[config.mk]
export PLATFORM = sky130hd
export DESIGN_NAME = spi_tx
export DESIGN_NICKNAME = d
export VERILOG_FILES = /design/src/rtl/spi_pkg.sv /design/src/rtl/spi_clk_tick.sv /design/src/rtl/spi_tx.sv
export SDC_FILE = /design/constraint.sdc
export NUM_CORES = 1
export LEC_CHECK = 0
export CAP_MARGIN = 5
export CORE_ASPECT_RATIO = 1.75
export CORE_UTILIZATION = 43
export CTS_BUF_LIST = sky130_fd_sc_hd__clkbuf_4
export CTS_CLUSTER_SIZE = 12
export DETAILED_ROUTE_END_ITERATION = 8
export PLACE_DENSITY_LB_ADDON = 0.15
export SLEW_MARGIN = 15
export SYNTH_ARGS = -nofsm -noshare
export SYNTH_HDL_FRONTEND = slang
export SYNTH_SLANG_ARGS = --single-unit
[constraint.sdc]
create_clock -name CLK -period 3.2 [get_ports CLK]
set_input_delay 0.64 -clock CLK [delete_from_list [all_inputs] [get_ports CLK]]
set_output_delay 0.64 -clock CLK [all_outputs]
set_load 0.01 [all_outputs]
[src/rtl/spi_pkg.sv]
// Shared SPI definitions: state encoding, default geometry and counter sizing.
// Used by spi_tx, spi_clk_tick and the SPI microphone receiver.
package spi_pkg;

    typedef enum logic [1:0] {
        IDLE  = 2'd0,
        SHIFT = 2'd1,
        HOLD  = 2'd2
    } spi_state_e;

    localparam int unsigned SPI_DATA_W  = 16;
    localparam int unsigned SPI_CLK_DIV = 6;

    // Width of a counter holding 0..n-1; never narrower than one bit.
    function automatic int unsigned spi_cnt_w(input int unsigned n);
        return (n < 2) ? 1 : $clog2(n);
    endfunction

endpackage

[src/rtl/spi_clk_tick.sv]
// Half-period tick generator: one-cycle tick every CLK_DIV cycles while enabled.
// The count is held at zero whenever en_i is low.
module spi_clk_tick
    import spi_pkg::*;
#(
    parameter int unsigned CLK_DIV = SPI_CLK_DIV
) (
    input  logic CLK,
    input  logic RST,
    input  logic en_i,
    output logic tick_o
);

    localparam int unsigned    CW   = spi_cnt_w(CLK_DIV);
    localparam logic [CW-1:0]  LAST = CW'(CLK_DIV - 1);

    logic [CW-1:0] cnt_q, cnt_d;

    always_comb begin
        cnt_d  = cnt_q;
        tick_o = 1'b0;
        if (!en_i) begin
            cnt_d = '0;
        end else if (cnt_q == LAST) begin
            cnt_d  = '0;
            tick_o = 1'b1;
        end else begin
            cnt_d = cnt_q + 1'b1;
        end
    end

    always_ff @(posedge CLK) begin
        if (RST) cnt_q <= '0;
        else     cnt_q <= cnt_d;
    end

endmodule

[src/rtl/spi_tx.sv]
// SPI mode-0 master transmitter (SCLK, nCS, SDATA), MSB first by default.
// Define SPI_TX_LSB_FIRST_EN to send LSB first with identical timing.
module spi_tx
    import spi_pkg::*;
#(
    parameter int unsigned DATA_W  = SPI_DATA_W,
    parameter int unsigned CLK_DIV = SPI_CLK_DIV
) (
    input  logic              CLK,
    input  logic              RST,
    input  logic [DATA_W-1:0] DATA,
    input  logic              START,
    output logic              READY,
    output logic              DONE,
    output logic              SCLK,
    output logic              nCS,
    output logic              SDATA
);

    if (CLK_DIV < 2) begin : g_bad_clk_div
        $error("spi_tx: CLK_DIV must be >= 2");
    end
    if (DATA_W < 2 || DATA_W > 32) begin : g_bad_data_w
        $error("spi_tx: DATA_W must be within 2..32");
    end

    localparam int unsigned    BW       = spi_cnt_w(DATA_W);
    localparam logic [BW-1:0]  BIT_LAST = BW'(DATA_W - 1);

`ifdef SPI_TX_LSB_FIRST_EN
    localparam int unsigned OUT_IDX = 0;
`else
    localparam int unsigned OUT_IDX = DATA_W - 1;
`endif

    spi_state_e        state_q, state_d;
    logic [DATA_W-1:0] shift_q, shift_d, shifted;
    logic [BW-1:0]     bit_q, bit_d;
    logic              sclk_q, sclk_d;
    logic              ncs_q, ncs_d;
    logic              sdata_q, sdata_d;
    logic              done_q, done_d;
    logic              tick_en, tick;

    assign tick_en = (state_q != IDLE);

    spi_clk_tick #(.CLK_DIV(CLK_DIV)) u_tick (
        .CLK    (CLK),
        .RST    (RST),
        .en_i   (tick_en),
        .tick_o (tick)
    );

`ifdef SPI_TX_LSB_FIRST_EN
    assign shifted = shift_q >> 1;
`else
    assign shifted = shift_q << 1;
`endif

    always_comb begin
        state_d = state_q;
        shift_d = shift_q;
        bit_d   = bit_q;
        sclk_d  = sclk_q;
        ncs_d   = ncs_q;
        sdata_d = sdata_q;
        done_d  = 1'b0;
        unique case (state_q)
            IDLE: begin
                // The divider is already held at zero while idle.
                if (START) begin
                    shift_d = DATA;
                    bit_d   = '0;
                    sclk_d  = 1'b0;
                    ncs_d   = 1'b0;
                    sdata_d = DATA[OUT_IDX];
                    state_d = SHIFT;
                end
            end
            SHIFT: begin
                if (tick) begin
                    if (!sclk_q) begin
                        sclk_d = 1'b1;
                    end else if (bit_q == BIT_LAST) begin
                        sclk_d  = 1'b0;
                        ncs_d   = 1'b1;
                        sdata_d = 1'b0;
                        state_d = HOLD;
                    end else begin
                        sclk_d  = 1'b0;
                        shift_d = shifted;
                        sdata_d = shifted[OUT_IDX];
                        bit_d   = bit_q + 1'b1;
                    end
                end
            end
            HOLD: begin
                if (tick) begin
                    done_d  = 1'b1;
                    state_d = IDLE;
                end
            end
            default: state_d = IDLE;
        endcase
    end

    always_ff @(posedge CLK) begin
        if (RST) begin
            state_q <= IDLE;
            shift_q <= '0;
            bit_q   <= '0;
            sclk_q  <= 1'b0;
            ncs_q   <= 1'b1;
            sdata_q <= 1'b0;
            done_q  <= 1'b0;
        end else begin
            state_q <= state_d;
            shift_q <= shift_d;
            bit_q   <= bit_d;
            sclk_q  <= sclk_d;
            ncs_q   <= ncs_d;
            sdata_q <= sdata_d;
            done_q  <= done_d;
        end
    end

    assign READY = (state_q == IDLE);
    assign DONE  = done_q;
    assign SCLK  = sclk_q;
    assign nCS   = ncs_q;
    assign SDATA = sdata_q;

endmodule

== Yosys cells after proc, flatten, opt, wreduce, memory -nomap -nowiden ==
Cells that the tools add are included.
Word-level totals
  memory bits (writable): 0
  output and inout bits: 5
  latch bits: 0
  bits in read-only memories: 0
  bits of input ports: 19
  logic and storage cells: 64
  memories kept: 0
  register bits after elaboration: 28
Cells by class
  bitwise logic cells: 2
  $mul: 0
  equality and inequality tests: 10
  div/mod/pow operators: 0
  order comparisons: 0
  add/subtract/negate cells: 2
  mux-type cells: 32
  reduce and logical (&&, ||, !) cells: 10
  shift-type cells: 0
Operators with widths (count)
  $mux W15: 4
  $pmux W15 S2: 1
  $mux W4: 4
  $reduce_and A5 Y1: 3
  $mux W1: 13
  $ne A2 B2 Y1 const B: 6
  $mux W2: 5
  $pmux W4 S2: 1
  $pmux W1 S2: 3
  $pmux W2 S3: 1
  $add A4 B1 Y4 const B: 1
  $eq A4 B4 Y1 const B: 1
  $reduce_and A4 Y1: 1
  $reduce_bool A2 Y1: 2
  $add A3 B1 Y3 const B: 1
  $eq A3 B3 Y1 const B: 1
  $reduce_and A3 Y1: 1
  $reduce_or A3 Y1: 1
  $eq A2 B1 Y1 const B: 1
  $eq A2 B2 Y1 const B: 1
  $logic_not A2 Y1: 1
  $not A1 Y1: 2
  $reduce_or A2 Y1: 1

== Longest topological paths before layout ==
  word-level depth: 5
  gate-level depth with buffers: 7
  mapped depth without buffers: 6

== Modules after synthesis ==
From an unflattened synthesis, not the netlist that was laid out.
Unflattened totals
  cells, all modules: 158
  area total of the unflattened synthesis: 1448.9 um2
By module, submodules not included
  spi_tx: area each 1308.8 um2, sequential area each 500.5 um2, cells an instance 145, instances 1
  spi_clk_tick: area each 140.1 um2, sequential area each 60.1 um2, cells an instance 13, instances 1

== Worst setup path before layout ==
Ideal clock, no wire load.
  kind: reg2reg
  from: register bit_q[0]
  to: register shift_q[11]
  setup slack: 1.581 ns
  buffers on the path: 1
  required time: 3.130 ns
  cell stages (with the launch flop): 7
  library setup time: 0.070 ns
  arrival time: 1.548 ns
  period minus slack after synthesis: 1.619 ns
  path through: dfxtp_1 > ha_1 > and3_1 > o21a_4 > buf_6 > or3_1 > a21oi_1
Between the ends
  longest elaborated chain between the ends: 3
RTL lines
  start, declared: line spi_tx.sv:38  | logic [BW-1:0] bit_q, bit_d;
  start signal, assigned: line spi_tx.sv:119  | bit_q <= bit_d;
  $eq A4 B4 Y1: line spi_tx.sv:84  | end else if (bit_q == BIT_LAST) begin
  $ne A2 B2 Y1 (no source line)
  $reduce_and A5 Y1 (no source line)
  end signal, assigned: line spi_tx.sv:118  | shift_q <= shift_d;
  end, declared: line spi_tx.sv:37  | logic [DATA_W-1:0] shift_q, shift_d, shifted;
No other way between the ends.
A chain may end at the register's enable or synchronous reset.

== Worst setup path after layout ==
  from: register state_q[0]
  to: output port READY
Between the ends
  longest elaborated chain between the ends: 1
RTL lines
  start, declared: line spi_tx.sv:36  | spi_state_e state_q, state_d;
  start signal, assigned: line spi_tx.sv:117  | state_q <= state_d;
  $logic_not A2 Y1: line spi_tx.sv:127  | assign READY = (state_q == IDLE);
  end, declared: line spi_tx.sv:13  | output logic READY,
No other way between the ends.

==> metrics.txt <==
# H-tree levels=1; register clock-pin slew on the reported worst setup and hold paths=0.14 ns; total gr overflow=0; peak supply drop=between 0.2 and 0.25 mV; Internal=0.461 mW; Chip Height=77.8 um; global-route wire length before repair=4930 um; core area=between 3000 and 4000 um^2; fmax=415 MHz; IO buf count=23; CTS Root Cell=clkbuf_4; # hold bufs at CTS=0; Seq/Total Area, Yosys=39.7%; # IOs=24; switching power=around 0.16 mW; Die Width=45.3 um; WP data arrival=1.77 ns; CTS Sinks=28; drt drc=0; drt wl/cell=13.7 um; hpwl dp=between 1500 and 2000 um; Synth area leader=dfxtp_1; pwr/cell area=between 300 and 400 nW/um^2; layout cell share with drive strength beyond 1=about 6.4%; post-CTS sizing=0; Synth async-reset ratio=0%; Vias=1192; area grow syn2layout=16.9%; Rel. slew slack=between 60% and 70%; run status=completed; total global-route track usage=18.8%; number of global-route vias before repair=1134; combinational power share=between 10% and 20%; CTS tree=yes; Cell Area, Synth=approximately 1400 um^2; largest net degree at the start of global routing=43; synth unique cells=31; DR pass1 iterations=4; post-route clock period utilization=75.3%; via/cell ratio=5.54; Hold Path Class=reg -> reg; Post CTS Setup Buffer Count=0; fillers=304; static leakage=~0.61 nW; CP Capture Type=output port; Worst Max-Slew Pin Slew=0.456 ns; # rows=27; Syn Area/Cell=9.05 um^2; total wire length=2950 um; Clock Latency Late Sink=0.34 ns; clk buf depth=2; RSZ-0062 raised after global routing=false; initial antenna violation count=0; Net Sw Frac=25.4%; min Tclk post-route=2.41 ns; Yosys reg bits=28; Syn Nets=178; Routed Antenna Nets=0; Sequential Power Share=60.3%; die area=3520 um^2; ant diodes=0; cells after synthesis=between 150 and 200; Clock Skew=0.00442 ns; clock buffer count from CTS=3; number of enable flip-flop cells after synthesis=0; # nets final=195; clock network power share=24.3%; Hold WS=0.482 ns; First DRT Iteration DRCs=12; setup violators final=0; GPL Wtd Cong=0.744; setup TNS=0 ns; required time of the critical path=2.56 ns; Max FO, Critical Path=10; Critical Path Start Type=flip-flop; Starting Density=44.9%; Slew Limit Fails=0; Ys Warns=0; Max-Cap Viols=0; Final Hold Viols=0; largest cells by area after synthesis=dfxtp_1, mux2i_1, o21ai_0; Main synth FF type=dfxtp_1; critical path class=reg -> out; top-area cell type share of the netlist area=39.7%
## power by group through the flow
stage,Clock [mW],Sequential [mW],Combinational [mW]
global route,0.167,0.375,0.105
floorplan,0,0.377,0.0661
CTS,0.151,0.373,0.0957
detailed placement,0,0.380,0.0949
global placement,0,0.380,0.0928
finish,0.150,0.373,0.0946
## final timing paths
path                            from                       end  slack, ns  cells past startpoint
max          state_q[0]$_SDFFE_PP0P_                     READY       0.79                      2
max reg2reg    bit_q[0]$_SDFFE_PP0P_  shift_q[12]$_SDFFE_PP0P_       1.36                      5
min          shift_q[4]$_SDFFE_PP0P_   shift_q[4]$_SDFFE_PP0P_       0.48                      2
min reg2reg  shift_q[4]$_SDFFE_PP0P_   shift_q[4]$_SDFFE_PP0P_       0.48                      2
## cells in the mapped netlist, drive strengths merged (5+ instances only)
cell type	number
nor2	7
clkbuf	8
o21ai	21
buf	5
a21oi	20
dfxtp	28
or3	14
mux2i	15
## state kept, by name, indices dropped and copies added (netlist names)
register / flops
state_q: 2
shift_q: 15
SCLK: 1
DONE: 1
nCS: 1
SDATA: 1
bit_q: 4
u_tick.cnt_q: 3
## metrics by stage
step	instance area, um^2	setup WS, ns	power [mW]	std cells	utilization (%)
after floorplan	1410	1.58	0.443	156	-
after global placement	1620	1.07	0.473	211	51.7
after detailed placement	1620	1.05	0.475	211	51.7
after CTS	1650	0.780	0.620	215	52.5
after global routing	1650	0.679	0.647	215	52.5
final	1650	0.789	0.618	215	52.5
## cell usage in the layout (no fill, tap or decap), types with 2 or more instances in the layout
| master | n |
|---|---|
| nand2_1 | 3 |
| clkdlybuf4s50_1 | 23 |
| or4_1 | 2 |
| mux2i_1 | 15 |
| o21ai_0 | 21 |
| dfxtp_1 | 28 |
| inv_1 | 3 |
| nor2b_1 | 2 |
| ha_1 | 3 |
| or3_1 | 13 |
| nor2_1 | 7 |
| nand4b_1 | 2 |
| nand3_1 | 3 |
| nand2b_1 | 2 |
| a21oi_1 | 20 |
| nor3_1 | 3 |
| clkbuf_4 | 3 |
| nor4b_1 | 3 |
| buf_4 | 2 |
## area by class of cell
class / instances / area, um^2 / share of cell area (%)
sequential: 28 / 561 / 34.0
clock inverter: 1 / 3.75 / 0.227
clock buffer: 3 / 22.5 / 1.36
inverter: 3 / 11.3 / 0.682
timing repair buffer: 25 / 245 / 14.9
tap: 43 / 53.8 / 3.26
multi-input combinational: 112 / 753 / 45.6
## routing by layer
layer	share of wire [%]	track usage [%]
met1	41	20.4
met2	54	32.9
met3	3.4	3.26
met4	1.9	9.09
met5	0	0
## worst max-delay path, cell delays in order, from the launching register on
cell and delay [ns]:
dfxtp_1 0.47, nor2_1 0.35, clkdlybuf4s50_1 0.61
## logic make-up after synthesis
kind of cell	Yosys count	synth area share, %
AO/OA/AOI/OAI	47	18.3
adder cells (fa/ha/maj)	3	2.66
buffers and inverters	16	6.91
flip-flops	28	39.7
multiplexers	16	11.4
AND/OR/NAND/NOR	46	21.0
Note: power is estimated with default switching activity, not from simulation.
==> RTL change 1, RTL diff (same flow settings) <==
Set the package constant `SPI_DATA_W` to 18 (it was 16).
--- a/src/rtl/spi_pkg.sv
+++ b/src/rtl/spi_pkg.sv
@@ -9,5 +9,5 @@
     } spi_state_e;
 
-    localparam int unsigned SPI_DATA_W  = 16;
+    localparam int unsigned SPI_DATA_W  = 18;
     localparam int unsigned SPI_CLK_DIV = 6;
 
Ports: changed (resized DATA); port bits go from 24 to 26. The function was not compared with the original's and may differ.
==> RTL change 1 against the original RTL <==
Cell area increased by 9.5%; synthesized area rose by 5.1%; clock power increased by 49%; routed wire length decreased by 6.7%; sequential cell count up 3; setup slack improved by 0.11 ns; power increased by 25%; fmax increased by 4.8%; critical path depth unchanged.
==> RTL change 1: results (changes against the original RTL) <==
CTS clk-pin slew, worst paths: 0.09 ns (-0.05 ns)
via count: 1,161 (-2.6%)
Worst Skew: 0.00508 ns (+0.000663 ns)
H-tree depth: 2 (+1)
vias in the first global route: 1,086 (-4.2%)
register area share after synthesis: 41.9% (+2.1 points)
largest net degree at the start of global routing: 39 (-9.3%)
Port-buffer cells: 25 (+8.7%)
Worst R2R Setup Slack: 1.11 ns (-0.25 ns)
share of layout cells above drive strength 1: 13.6% (+7.2 points)
DP HPWL: 1960 um (-1.6%)
actual slew at the worst max-slew pin: 0.785 ns (+0.329 ns)
synth cell count leaders: dfxtp_1, nor2_1, mux2i_1, a211oi_2, a21oi_1
initial DRC count: 18 (+6)
Clock Latency Late Sink: 0.32 ns (-0.02 ns)
hold path startpoint: nCS$_SDFFE_PP1P_
cts bufs inserted: 5 (+2)
critical path fanouts, max: 11 (+1)
Yosys cell types: 32 (+3.2%)
P_leak: 0.000707 uW (+16%)
first-pass GRT wire length: 4640 um (-6.0%)
NumNets Final: 201 (+3.1%)
Total Routed Length: 2760 um (-6.7%)
top cells by area, synth: dfxtp_1, mux2i_1, a211oi_2
data arrival time of the worst path: 1.66 ns (-0.11 ns)
status: completed
IR Drop Worst-Case VDD: 0.000295 V (+22%)
==> RTL change 1: cell count changes after synthesis, sizes merged, moves of 3 or more <==
| cell | change |
|---|---|
| o21ai | -21 |
| a21oi | -12 |
| a211oi | +17 |
| dfxtp | +3 |
| or3 | -14 |
| nand2b | +3 |
| clkbuf | -3 |
| nor2 | +16 |
==> RTL change 1: path summary, 6_finish.rpt <==
kind,cells after the start,endpoint
hold reg to reg,2,nCS$_SDFFE_PP1P_
setup / recovery,2,READY
setup reg to reg,4,bit_q[2]$_SDFFE_PP0P_
hold / removal,2,nCS$_SDFFE_PP1P_
==> RTL change 1: per-stage QoR <==
step | cell area, sq um | cells | hold slack, ns | setup slack [ns] | total power, uW
global placement | 1750 | 212 | 0.449 | 0.813 | 552
floorplan | 1480 | 153 | 0.436 | 1.61 | 514
global route | 1810 | 220 | 0.513 | 0.777 | 814
CTS | 1810 | 220 | 0.484 | 0.867 | 785
detailed placement | 1750 | 212 | 0.457 | 0.756 | 557
finish | 1810 | 220 | 0.476 | 0.900 | 770
==> RTL change 1: cell type report <==
type	instances	area, sq um	area share (%)
inverters	3	11.3	0.623
repair buffers	28	273	15.1
clock inverters	1	5.00	0.277
well taps	43	53.8	2.98
flip-flops and latches	31	621	34.3
multi-input cells	107	791	43.8
clock buffers	7	52.6	2.91
==> RTL change 1: cells by family (layout without fill, tap and decap cells) <==
logic type	after synthesis	in the layout	share of synthesized area, %
flops	31	31	41.9
fa+ha+maj	4	4	3.38
buf+inv	15	39	5.57
compound gates	33	33	19.3
mux	18	18	12.3
simple gates	52	52	17.6
==> RTL change 1: power groups by stage <==
stage	Combinational, uW	Clock [uW]	Sequential, uW
5_1_grt	139	251	423
3_5_place_dp	127	0	429
6_report	126	224	420
3_3_place_gp	124	0	428
2_1_floorplan	89.3	0	425
4_1_cts	128	237	420
==> RTL change 1: routing by layer <==
metal	global-route usage, %	wire length [um]	up-vias
li1	-	-	593
met1	19.7	1170	539
met4	8.82	49	0
met3	5.43	116	5
met2	28.2	1420	24
met5	0	0	-
==> RTL change 1: worst max-delay path, cell delays in order, from the launching register on <==
cell	delay [ns]
dfxtp_1	0.43
nor2_1	0.31
clkdlybuf4s50_1	0.60
==> RTL change 2, RTL diff (config.mk and constraints unchanged) <==
Made on the original files. Reset style: asynchronous (`RST`), changed in 2 clocked blocks.
--- a/src/rtl/spi_clk_tick.sv
+++ b/src/rtl/spi_clk_tick.sv
@@ -30,5 +30,5 @@
     end
 
-    always_ff @(posedge CLK) begin
+    always_ff @(posedge CLK or posedge RST) begin
         if (RST) cnt_q <= '0;
         else     cnt_q <= cnt_d;
--- a/src/rtl/spi_tx.sv
+++ b/src/rtl/spi_tx.sv
@@ -105,5 +105,5 @@
     end
 
-    always_ff @(posedge CLK) begin
+    always_ff @(posedge CLK or posedge RST) begin
         if (RST) begin
             state_q <= IDLE;
Function: differs if RST is asserted again (counterexample within 4 cycles, from zero or initial values and one cycle with RST high); with RST held inactive, the same outputs for 10 cycles.
==> RTL change 2 against the original RTL <==
Count of clock-buffer cells in the layout up 1; critical path type unchanged; sequential cell count unchanged; setup slack worse by 0.057 ns; die area up 0.18%; cell area up 3.0%; synthesized area up 0.18%; routed wire length down 6.0%; first-iteration DRC count unchanged; clock skew up 0.0024 ns.
Power is not compared: it rests on default switching activity, and its combinational part moved more than twofold at a synthesized area within 25%.
==> RTL change 2: results (changes against the original RTL) <==
register area share after synthesis: 49.6% (+9.9 points)
RePlAce Congestion: 0.852 (+14%)
DR WL/cell: 13.4 um (-2.8%)
CTS clk-pin slew, worst paths: 0.15 ns
dpl cells: 204 (-3.3%)
data arrival time of the worst path: 1.83 ns (+0.06 ns)
net count after synthesis: 162 (-9.0%)
number of diodes: 0 (unchanged)
largest net degree at the start of global routing: 29 (-33%)
share of layout cells above drive strength 1: 14.5% (+8.2 points)
CP max stage delay: 0.63 ns (+0.02 ns)
cell count after synthesis: 142 (-9.0%)
top cells by area, synth: dfrtp_1, nand2_1, mux2_4
adder-cell share of the synthesized area: 0.885% (-1.8 points)
Total GRT Usage: 18.2% (-0.53 points)
NumNets Final: 186 (-4.6%)
Place WS: 0.855 ns (-0.191 ns)
DP HPWL: 1970 um (-1.0%)
Port-buffer cells: 23 (unchanged)
Synth async-reset ratio: 100% (+100 points)
critical path fanouts, max: 7 (-3)
status: completed
Clock Latency Late Sink: 0.34 ns (about the same)
Worst Skew: 0.00684 ns (+0.00243 ns)
mux contribution to synthesized area: 14.0% (+2.5 points)
net load switching power: 377 uW
Pre-antenna DRT Iters: 4 (unchanged)
first-pass GRT wire length: 4750 um (-3.8%)
via count: 1,064 (-11%)
post-synthesis compound-gate area fraction: 9.91% (-8.4 points)
actual slew at the worst max-slew pin: 0.671 ns (+0.215 ns)
xor/xnor share of the synthesized area: 0% (unchanged)
synth cell count leaders: nand2_1, dfrtp_1, mux2_4, nor2_1, o21ai_0
P_leak: 0.000810 uW
delay-heaviest family, CP: buffers and inverters
Non-Filler Instances: 208 (-3.3%)
Post-synth top flop: dfrtp_1
synth warn: 0 (unchanged)
## RTL change 2: layer usage
| layer | vias to the layer above | track usage, % | part of all wire [%] |
|---|---|---|---|
| met5 | - | 0 | 0 |
| met4 | 0 | 9.70 | 2.1 |
| met3 | 5 | 2.09 | 2.7 |
| met2 | 17 | 32.0 | 54 |
| met1 | 519 | 20.1 | 41 |
| li1 | 523 | - | - |
## RTL change 2: power groups by stage
stage | Sequential, uW | Clock [uW] | Combinational [uW]
floorplan | 577 | 0 | 312
global placement | 595 | 0 | 386
detailed placement | 607 | 0 | 402
CTS | 600 | 169 | 403
global route | 619 | 184 | 449
finish | 598 | 164 | 397
## RTL change 2: stage by stage
| step | hold slack, ns | cell area, sq um | utilization (%) | power, uW |
|---|---|---|---|---|
| 2_1_floorplan | 0.440 | 1410 | - | 889 |
| 3_3_place_gp | 0.455 | 1670 | 53.1 | 981 |
| 3_5_place_dp | 0.463 | 1670 | 53.1 | 1010 |
| 4_1_cts | 0.480 | 1700 | 54.1 | 1170 |
| 5_1_grt | 0.502 | 1700 | 54.1 | 1250 |
| 6_report | 0.484 | 1700 | 54.1 | 1160 |
## RTL change 2: final cells by class
cell class                 count  area [sq um]
clock buffer                   4          30.0
fill                         304          1440
inverter                       4          15.0
multi-input combinational    104           653
sequential                    28           702
tap                           43          53.8
timing repair buffer          25           245
## RTL change 2: logic make-up (layout without fill, tap and decap cells)
logic type	Yosys count	in the layout
buffers and inverters	10	33
AOI/OAI and AO/OA	20	20
muxes	15	15
and+or+nand+nor	68	68
DFF	28	28
adders and majority gates	1	1
## RTL change 2: worst reg2reg max path, delay by kind of cell, from the launching register on
kind,cells,cell delay (ns)
muxes,1,0.40
DFF,1,0.45
and+or+nand+nor,2,1.09
AOI/OAI and AO/OA,1,0.13
## RTL change 2: path summary, 6_finish.rpt
path / startpoint / endpoint / slack, ns / cells after the start
min: u_tick.cnt_q[0]$_DFF_PP0_ / u_tick.cnt_q[0]$_DFF_PP0_ / 0.48 / 1
max: state_q[0]$_DFFE_PP0P_ / READY / 0.73 / 2
max reg2reg: state_q[0]$_DFFE_PP0P_ / shift_q[14]$_DFFE_PP0P_ / 1.02 / 4
min reg2reg: u_tick.cnt_q[0]$_DFF_PP0_ / u_tick.cnt_q[0]$_DFF_PP0_ / 0.48 / 1
max in group asynchronous: RST / nCS$_DFFE_PP1P_ / 2.26 / 3
min in group asynchronous: RST / shift_q[10]$_DFFE_PP0P_ / 0.64 / 3
